`src/rtl/instr_fetch_unit.sv`:
```
// Instruction fetch unit: issues in-order fetches at the current PC, tags each returned word with
// its PC and queues it for decode, dropping responses made stale by a redirect.
module instr_fetch_unit #(
   parameter int unsigned DATA_WIDTH = 32,
   parameter int unsigned ADDR_WIDTH = 32,
   parameter int unsigned DEPTH      = 2
) (
   input  logic                  clk,
   input  logic                  rst,
   input  logic [ADDR_WIDTH-1:0] pc,
   output logic                  pc_en,
   input  logic                  flush,
   output logic                  imem_req,
   output logic [ADDR_WIDTH-1:0] imem_addr,
   input  logic                  imem_gnt,
   input  logic                  imem_rvalid,
   input  logic [DATA_WIDTH-1:0] imem_rdata,
   output logic                  instr_valid,
   output logic [DATA_WIDTH-1:0] instr,
   output logic [ADDR_WIDTH-1:0] instr_pc,
   input  logic                  instr_ready
);

   localparam int unsigned PtrW = (DEPTH > 1) ? $clog2(DEPTH) : 1;
   localparam int unsigned CntW = $clog2(DEPTH + 1);
   localparam logic [CntW:0] DepthSum = (CntW + 1)'(DEPTH);

   typedef enum logic [0:0] {StRun, StDrain} state_e;

   state_e state_q, state_d;

   logic [CntW-1:0] outst_q, outst_d;
   logic [CntW-1:0] count_q, count_d;
   logic [CntW-1:0] discard_q, discard_d;

   logic [PtrW-1:0] tag_wr_q, tag_rd_q;
   logic [PtrW-1:0] q_wr_q, q_rd_q;

   logic [ADDR_WIDTH-1:0] tag_mem_q  [DEPTH];
   logic [DATA_WIDTH-1:0] q_data_q   [DEPTH];
   logic [ADDR_WIDTH-1:0] q_pc_q     [DEPTH];

   logic [CntW:0] credit_used;
   logic          accept;
   logic          rsp;
   logic          drop;
   logic          push;
   logic          pop;

   // Credit counts in-flight (including to-be-discarded) plus buffered entries.
   assign credit_used = {1'b0, outst_q} + {1'b0, count_q};

   always_comb begin
      imem_req    = 1'b0;
      imem_addr   = '0;
      accept      = 1'b0;
      pc_en       = 1'b0;
      rsp         = 1'b0;
      drop        = 1'b0;
      push        = 1'b0;
      pop         = 1'b0;
      instr_valid = 1'b0;
      instr       = q_data_q[q_rd_q];
      instr_pc    = q_pc_q[q_rd_q];
      if (rst) begin
         imem_req    = !flush && (credit_used < DepthSum);
         imem_addr   = pc;
         accept      = imem_req && imem_gnt;
         pc_en       = accept;
         // A response with nothing outstanding is a protocol violation and is ignored.
         rsp         = imem_rvalid && (outst_q != '0);
         drop        = rsp && (flush || (discard_q != '0));
         push        = rsp && !drop;
         instr_valid = (count_q != '0);
         pop         = instr_valid && instr_ready;
      end
   end

   always_comb begin
      outst_d   = outst_q + CntW'(accept) - CntW'(rsp);
      count_d   = count_q + CntW'(push) - CntW'(pop);
      discard_d = discard_q;
      if (flush) begin
         count_d   = '0;
         discard_d = outst_d;
      end else if (rsp && (discard_q != '0)) begin
         discard_d = discard_q - CntW'(1);
      end
      state_d = (discard_d != '0) ? StDrain : StRun;
   end

   always_ff @(posedge clk or negedge rst) begin
      if (!rst) begin
         state_q   <= StRun;
         outst_q   <= '0;
         count_q   <= '0;
         discard_q <= '0;
         tag_wr_q  <= '0;
         tag_rd_q  <= '0;
         q_wr_q    <= '0;
         q_rd_q    <= '0;
      end else begin
         state_q   <= state_d;
         outst_q   <= outst_d;
         count_q   <= count_d;
         discard_q <= discard_d;
         if (accept) tag_wr_q <= tag_wr_q + PtrW'(1);
         if (rsp)    tag_rd_q <= tag_rd_q + PtrW'(1);
         if (flush) begin
            q_wr_q <= '0;
            q_rd_q <= '0;
         end else begin
            if (push) q_wr_q <= q_wr_q + PtrW'(1);
            if (pop)  q_rd_q <= q_rd_q + PtrW'(1);
         end
      end
   end

   always_ff @(posedge clk or negedge rst) begin
      if (!rst) begin
         for (int unsigned i = 0; i < DEPTH; i++) begin
            tag_mem_q[i] <= '0;
            q_data_q[i]  <= '0;
            q_pc_q[i]    <= '0;
         end
      end else begin
         if (accept) tag_mem_q[tag_wr_q] <= pc;
         if (push) begin
            q_data_q[q_wr_q] <= imem_rdata;
            q_pc_q[q_wr_q]   <= tag_mem_q[tag_rd_q];
         end
      end
   end

   rvalid_has_request: assert property (@(posedge clk) disable iff (!rst)
      imem_rvalid |-> (outst_q != '0))
      else $error("imem_rvalid with no outstanding fetch");

   credit_bounded: assert property (@(posedge clk) disable iff (!rst)
      credit_used <= DepthSum);

   state_tracks_discard: assert property (@(posedge clk) disable iff (!rst)
      (state_q == StDrain) == (discard_q != '0));

endmodule

```
`config.mk`:
```
export PLATFORM = sky130hd
export DESIGN_NAME = instr_fetch_unit
export DESIGN_NICKNAME = d
export VERILOG_FILES = /design/src/rtl/instr_fetch_unit.sv
export SDC_FILE = /design/constraint.sdc
export NUM_CORES = 1
export LEC_CHECK = 0
export BUFFER_PORTS_ARGS = -buffer_cell sky130_fd_sc_hd__clkbuf_2
export CORE_UTILIZATION = 56
export DETAILED_ROUTE_END_ITERATION = 12
export PLACE_DENSITY = 0.79
export RECOVER_POWER = 25
export SLEW_MARGIN = 40
export SYNTH_ARGS = -nofsm -noshare
export SYNTH_HDL_FRONTEND = slang
export SYNTH_SLANG_ARGS = --single-unit
```
`constraint.sdc`:
```
create_clock -name clk -period 2.5 [get_ports clk]
set_input_delay 0.25 -clock clk [delete_from_list [all_inputs] [get_ports clk]]
set_output_delay 0.25 -clock clk [all_outputs]
set_load 0.01 [all_outputs]
```
==> report_table.html <==
<table>
<tr><th>Metric</th><th>Value</th></tr>
<tr><th colspan="2">Setup path</th></tr>
<tr><td>Number of cells on the worst reg-to-reg path</td><td>8</td></tr>
<tr><td>Setup crit start kind</td><td>flop</td></tr>
<tr><td>Critical path arrival</td><td>2.17 ns</td></tr>
<tr><td>Reg-to-reg critical path endpoint</td><td>discard_q[1]$_DFFE_PN0P_</td></tr>
<tr><td>Worst Path Max Fanout</td><td>4</td></tr>
<tr><td>Endpoint kind of the worst setup timing path</td><td>output port</td></tr>
<tr><td>Worst r2r src</td><td>count_q[0]$_DFF_PN0_</td></tr>
<tr><td>WP data required</td><td>2.25 ns</td></tr>
<tr><td>Register-to-register setup slack</td><td>0.17 ns</td></tr>
<tr><td>Classification of the worst setup path</td><td>flop to output port</td></tr>
<tr><th colspan="2">Global routing</th></tr>
<tr><td>Pin count of the biggest net entering global routing</td><td>185</td></tr>
<tr><td>Overall global routing resource usage</td><td>23.2%</td></tr>
<tr><td>Global-route congestion overflow total</td><td>0</td></tr>
<tr><td>Wire length of the first global-routing pass</td><td>30200 um</td></tr>
<tr><td>Initial antenna violation count</td><td>0</td></tr>
<tr><td>Vias in the first global route</td><td>6018</td></tr>
<tr><th colspan="2">STA</th></tr>
<tr><td>Final-report hold violation count</td><td>0</td></tr>
<tr><td>Remaining max-slew budget at the tightest pin</td><td>-7.20%</td></tr>
<tr><td>Final-layout setup total negative slack</td><td>0 ns</td></tr>
<tr><td>Number of failing setup endpoints in the final timing report</td><td>0</td></tr>
<tr><td>Share of the clock period used by the worst path</td><td>96.7%</td></tr>
<tr><td>Unrepaired setup endpoints after global routing</td><td>false</td></tr>
<tr><td>Post-Route Skew</td><td>0.00922 ns</td></tr>
<tr><td>Highest clock frequency the design can meet</td><td>0.414 GHz</td></tr>
<tr><td>Pin slew with the least headroom to its limit</td><td>1.61 ns</td></tr>
<tr><td>Crit path time final</td><td>2.42 ns</td></tr>
<tr><td>Max-slew violation count</td><td>34</td></tr>
<tr><td>Final worst setup slack</td><td>0.0822 ns</td></tr>
<tr><th colspan="2">Clock tree</th></tr>
<tr><td>Source-to-sink clock delay at the later pin of the worst-skew pair</td><td>0.49 ns</td></tr>
<tr><td>Clock tree from TritonCTS</td><td>done</td></tr>
<tr><td>CTS root buffer</td><td>clkbuf_16</td></tr>
<tr><td>Clock sink total</td><td>202</td></tr>
<tr><td>Number of H-tree levels</td><td>1</td></tr>
<tr><td>Num CTS Buffers</td><td>22</td></tr>
<tr><td>Clock slew at the register clock pins of the worst setup and hold paths</td><td>0.06 ns</td></tr>
<tr><td>CTS max path bufs</td><td>3</td></tr>
<tr><th colspan="2">Place</th></tr>
<tr><td>Port Buf Inserts</td><td>168</td></tr>
<tr><td>Total half-perimeter wirelength after legalization and detailed placement</td><td>12200 um</td></tr>
<tr><td>Worst slack at placement</td><td>0.0269 ns</td></tr>
<tr><td>Final estimated routing congestion in global placement</td><td>0.794</td></tr>
<tr><td>Number of instances in the placed design</td><td>964</td></tr>
<tr><th colspan="2">Logic synthesis</th></tr>
<tr><td>Count of yosys warnings during synthesis</td><td>0</td></tr>
<tr><td>Mapped Nets</td><td>677</td></tr>
<tr><td>Mux share of post-synthesis cell area</td><td>35.6%</td></tr>
<tr><td>Largest family of logic cells by synthesized area</td><td>multiplexers</td></tr>
<tr><td>Netlist Area Pre-Place</td><td>9100 um^2</td></tr>
<tr><td>Post-synthesis instance total</td><td>601</td></tr>
<tr><td>Synth Area in XOR/XNOR</td><td>0.674%</td></tr>
<tr><td>Area share of fa/ha/maj cells after synthesis</td><td>0.907%</td></tr>
<tr><td>Number of register bits inferred by synthesis</td><td>202</td></tr>
<tr><td>Compound-cell area share of the yosys netlist</td><td>0.866%</td></tr>
<tr><td>Predominant post-synthesis flop cell</td><td>dfrtp_1</td></tr>
<tr><td>Fraction of registers with async set or reset after synthesis</td><td>100%</td></tr>
<tr><td>Share of synthesized cell area in and, or, nand and nor gates</td><td>3.62%</td></tr>
<tr><td>Syn avg cell area</td><td>15.1 um^2</td></tr>
<tr><td>Sequential element share of the synthesized area</td><td>55.5%</td></tr>
<tr><td>Number of enable flip-flop cells after synthesis</td><td>0</td></tr>
<tr><td>Distinct cell type count of the synthesized netlist</td><td>27</td></tr>
<tr><th colspan="2">Min path</th></tr>
<tr><td>Hold endpoint</td><td>q_data_q[37]$_DFFE_PN0P_</td></tr>
<tr><td>Count of cells along the worst hold path</td><td>2</td></tr>
<tr><td>Class of the worst hold path</td><td>input port to flop</td></tr>
<tr><td>Worst Hold Launch</td><td>imem_rdata[5]</td></tr>
<tr><th colspan="2">Die</th></tr>
<tr><td>Die span in x</td><td>129 um</td></tr>
<tr><td>Die Height</td><td>129 um</td></tr>
<tr><td>Area of the die</td><td>16800 um^2</td></tr>
<tr><td>Area of the core region</td><td>15900 um^2</td></tr>
<tr><td>Total I/O pin count</td><td>169</td></tr>
<tr><td>Initial Utilization</td><td>57.3%</td></tr>
<tr><td>Row count</td><td>46</td></tr>
<tr><th colspan="2">Pwr</th></tr>
<tr><td>Ratio of total power to cell area</td><td>1050 nW/um^2</td></tr>
<tr><td>Peak supply drop</td><td>0.000661 V</td></tr>
<tr><td>Logic gate share of total power</td><td>29.4%</td></tr>
<tr><td>Net switching share of the total power</td><td>28.7%</td></tr>
<tr><td>Sequential Power Share</td><td>42.9%</td></tr>
<tr><td>Clk pwr share</td><td>27.6%</td></tr>
<tr><td>Internal power</td><td>8.41 mW</td></tr>
<tr><td>Leak</td><td>5.64 nW</td></tr>
<tr><td>Switching power</td><td>3.39 mW</td></tr>
<tr><th colspan="2">Run status</th></tr>
<tr><td>Outcome</td><td>finished, violations left</td></tr>
<tr><td>Violations in the final reports</td><td>max-capacitance violations, max-slew violations</td></tr>
<tr><th colspan="2">Cells and area</th></tr>
<tr><td>Final Non-Filler Cells</td><td>1030</td></tr>
<tr><td>Ratio of cells with drive above 1 in the final layout</td><td>62.7%</td></tr>
<tr><td>Final #Nets</td><td>875</td></tr>
<tr><td>Number of inserted diodes</td><td>0</td></tr>
<tr><td>Post-synthesis to final-layout area growth</td><td>23.3%</td></tr>
<tr><td>Share of the core filled with cells</td><td>70.6%</td></tr>
<tr><th colspan="2">Job</th></tr>
<tr><td>Maximum Capacitance Violations</td><td>1</td></tr>
<tr><th colspan="2">Routing</th></tr>
<tr><td>Wire length per cell after detailed routing</td><td>18.3 um</td></tr>
<tr><td>DRC violations left</td><td>0</td></tr>
<tr><td>Total number of vias</td><td>5521</td></tr>
<tr><td>Drt initial violations</td><td>132</td></tr>
<tr><td>Vias per inst</td><td>5.36</td></tr>
<tr><td>First-pass iteration count of the detailed router</td><td>4</td></tr>
<tr><td>Final wirelength</td><td>18800 um</td></tr>
<tr><td>Antenna Violating Nets Remaining</td><td>0</td></tr>
</table>
-- critical path: stages (launching register included) --
cell      delay [ns]
dfrtp_1         0.41
and2_1          0.18
fa_1            0.48
nor4b_4         0.26
and2_4          0.20
clkbuf_2        0.14
-- cell type report --
class / count / area [um^2]
Sequential cell: 202 / 5060
Fill cell: 1097 / 4660
Timing Repair Buffer: 207 / 1320
Clock inverter: 8 / 71.3
Multi-Input combinational cell: 358 / 3800
Tap cell: 216 / 270
Clock buffer: 31 / 676
Inverter: 8 / 30.0
-- worst max-delay path by stage --
stage                    startpoint                        to  slack (ns)
2_1_floorplan  outst_q[0]$_DFF_PN0_  discard_q[1]$_DFFE_PN0P_        0.15
3_5_place_dp   count_q[0]$_DFF_PN0_  discard_q[1]$_DFFE_PN0P_        0.03
5_1_grt        count_q[0]$_DFF_PN0_                     pc_en        0.02
3_3_place_gp   outst_q[0]$_DFF_PN0_  discard_q[1]$_DFFE_PN0P_        0.19
4_1_cts        count_q[0]$_DFF_PN0_                     pc_en        0.03
6_report       count_q[0]$_DFF_PN0_                     pc_en        0.08
-- synth_stat cells (all sizes together), types with 3 or more instances --
cell type / n / share of area, %
inv: 8 / 0.33
xnor2: 5 / 0.48
clkbuf: 14 / 0.58
mux2: 288 / 36
buf: 19 / 1.9
dfrtp: 202 / 56
and2: 34 / 2.3
o21ai: 3 / 0.16
nand3: 3 / 0.16
ha: 5 / 0.69
nor2: 4 / 0.16
-- placed cells by master, fill, tap and decap left out, drive strengths merged --
master | Yosys | final
nor4b | 1 | 1
o211a | 1 | 1
nand3b | 1 | 1
clkinv | 0 | 6
dfrtp | 202 | 202
clkinvlp | 0 | 1
xnor2 | 5 | 5
fa | 1 | 1
clkbuf | 14 | 200
nor4 | 1 | 1
ha | 5 | 5
or3 | 1 | 1
o21a | 1 | 1
nor2 | 4 | 4
o21ai | 3 | 3
a21oi | 2 | 2
buf | 19 | 14
nand4 | 1 | 1
xor2 | 2 | 2
inv | 8 | 8
nor2b | 1 | 1
a31oi | 1 | 1
a2bb2oi | 1 | 1
bufinv | 0 | 1
o211ai | 1 | 1
and2 | 34 | 34
nand3 | 3 | 3
dlygate4sd3 | 0 | 24
mux2 | 288 | 288
-- logic make-up (layout without fill, tap and decap cells) --
logic type / count (synthesis) / after routing
compound gates: 10 / 10
flops: 202 / 202
simple gates: 47 / 47
fa+ha+maj: 6 / 6
mux: 288 / 288
xor+xnor: 7 / 7
buf+inv: 41 / 254
-- registers in the layout, indices dropped and copies added, names as in the netlist --
signal / flops
tag_wr_q: 1
q_pc_q: 64
outst_q: 2
q_data_q: 64
q_rd_q: 1
discard_q: 2
q_wr_q: 1
count_q: 2
tag_rd_q: 1
tag_mem_q: 64
-- power groups by stage --
stage                     Clock [mW]  Sequential [mW]  Combinational (mW)
after floorplan                    0             4.78                2.55
after global routing            3.47             5.21                3.78
after global placement             0             4.99                3.28
after detailed placement           0             5.11                3.43
after CTS                       3.33             5.06                3.50
final                           3.26             5.07                3.47
-- metal layers --
layer | share of wire [%] | GRT usage [%] | vias up
met3 | 5.0 | 4.87 | 26
li1 | - | - | 2536
met5 | 0 | 0 | -
met2 | 52 | 41.8 | 133
met4 | 1.8 | 6.91 | 0
met1 | 41 | 28.1 | 2826
-- timing repair --
item,in CTS,in global routing
endpoints found under the setup margin,2,19
pin swaps,1,0
resized for setup,0,1
cloned,0,1
hold buffers,24,0
hold endpoints to repair,82,0
buffers inserted,1,0
-- through the flow --
| step | power (mW) | hold slack (ns) | area, um^2 |
|---|---|---|---|
| after floorplan | 7.32 | -0.0456 | 9100 |
| after global placement | 8.27 | 0.431 | 10200 |
| after detailed placement | 8.54 | 0.446 | 10200 |
| after CTS | 11.9 | 0.00173 | 11200 |
| after global routing | 12.5 | 0.00764 | 11200 |
| final | 11.8 | 0.0143 | 11200 |
Note: power is estimated with default switching activity, not from simulation.
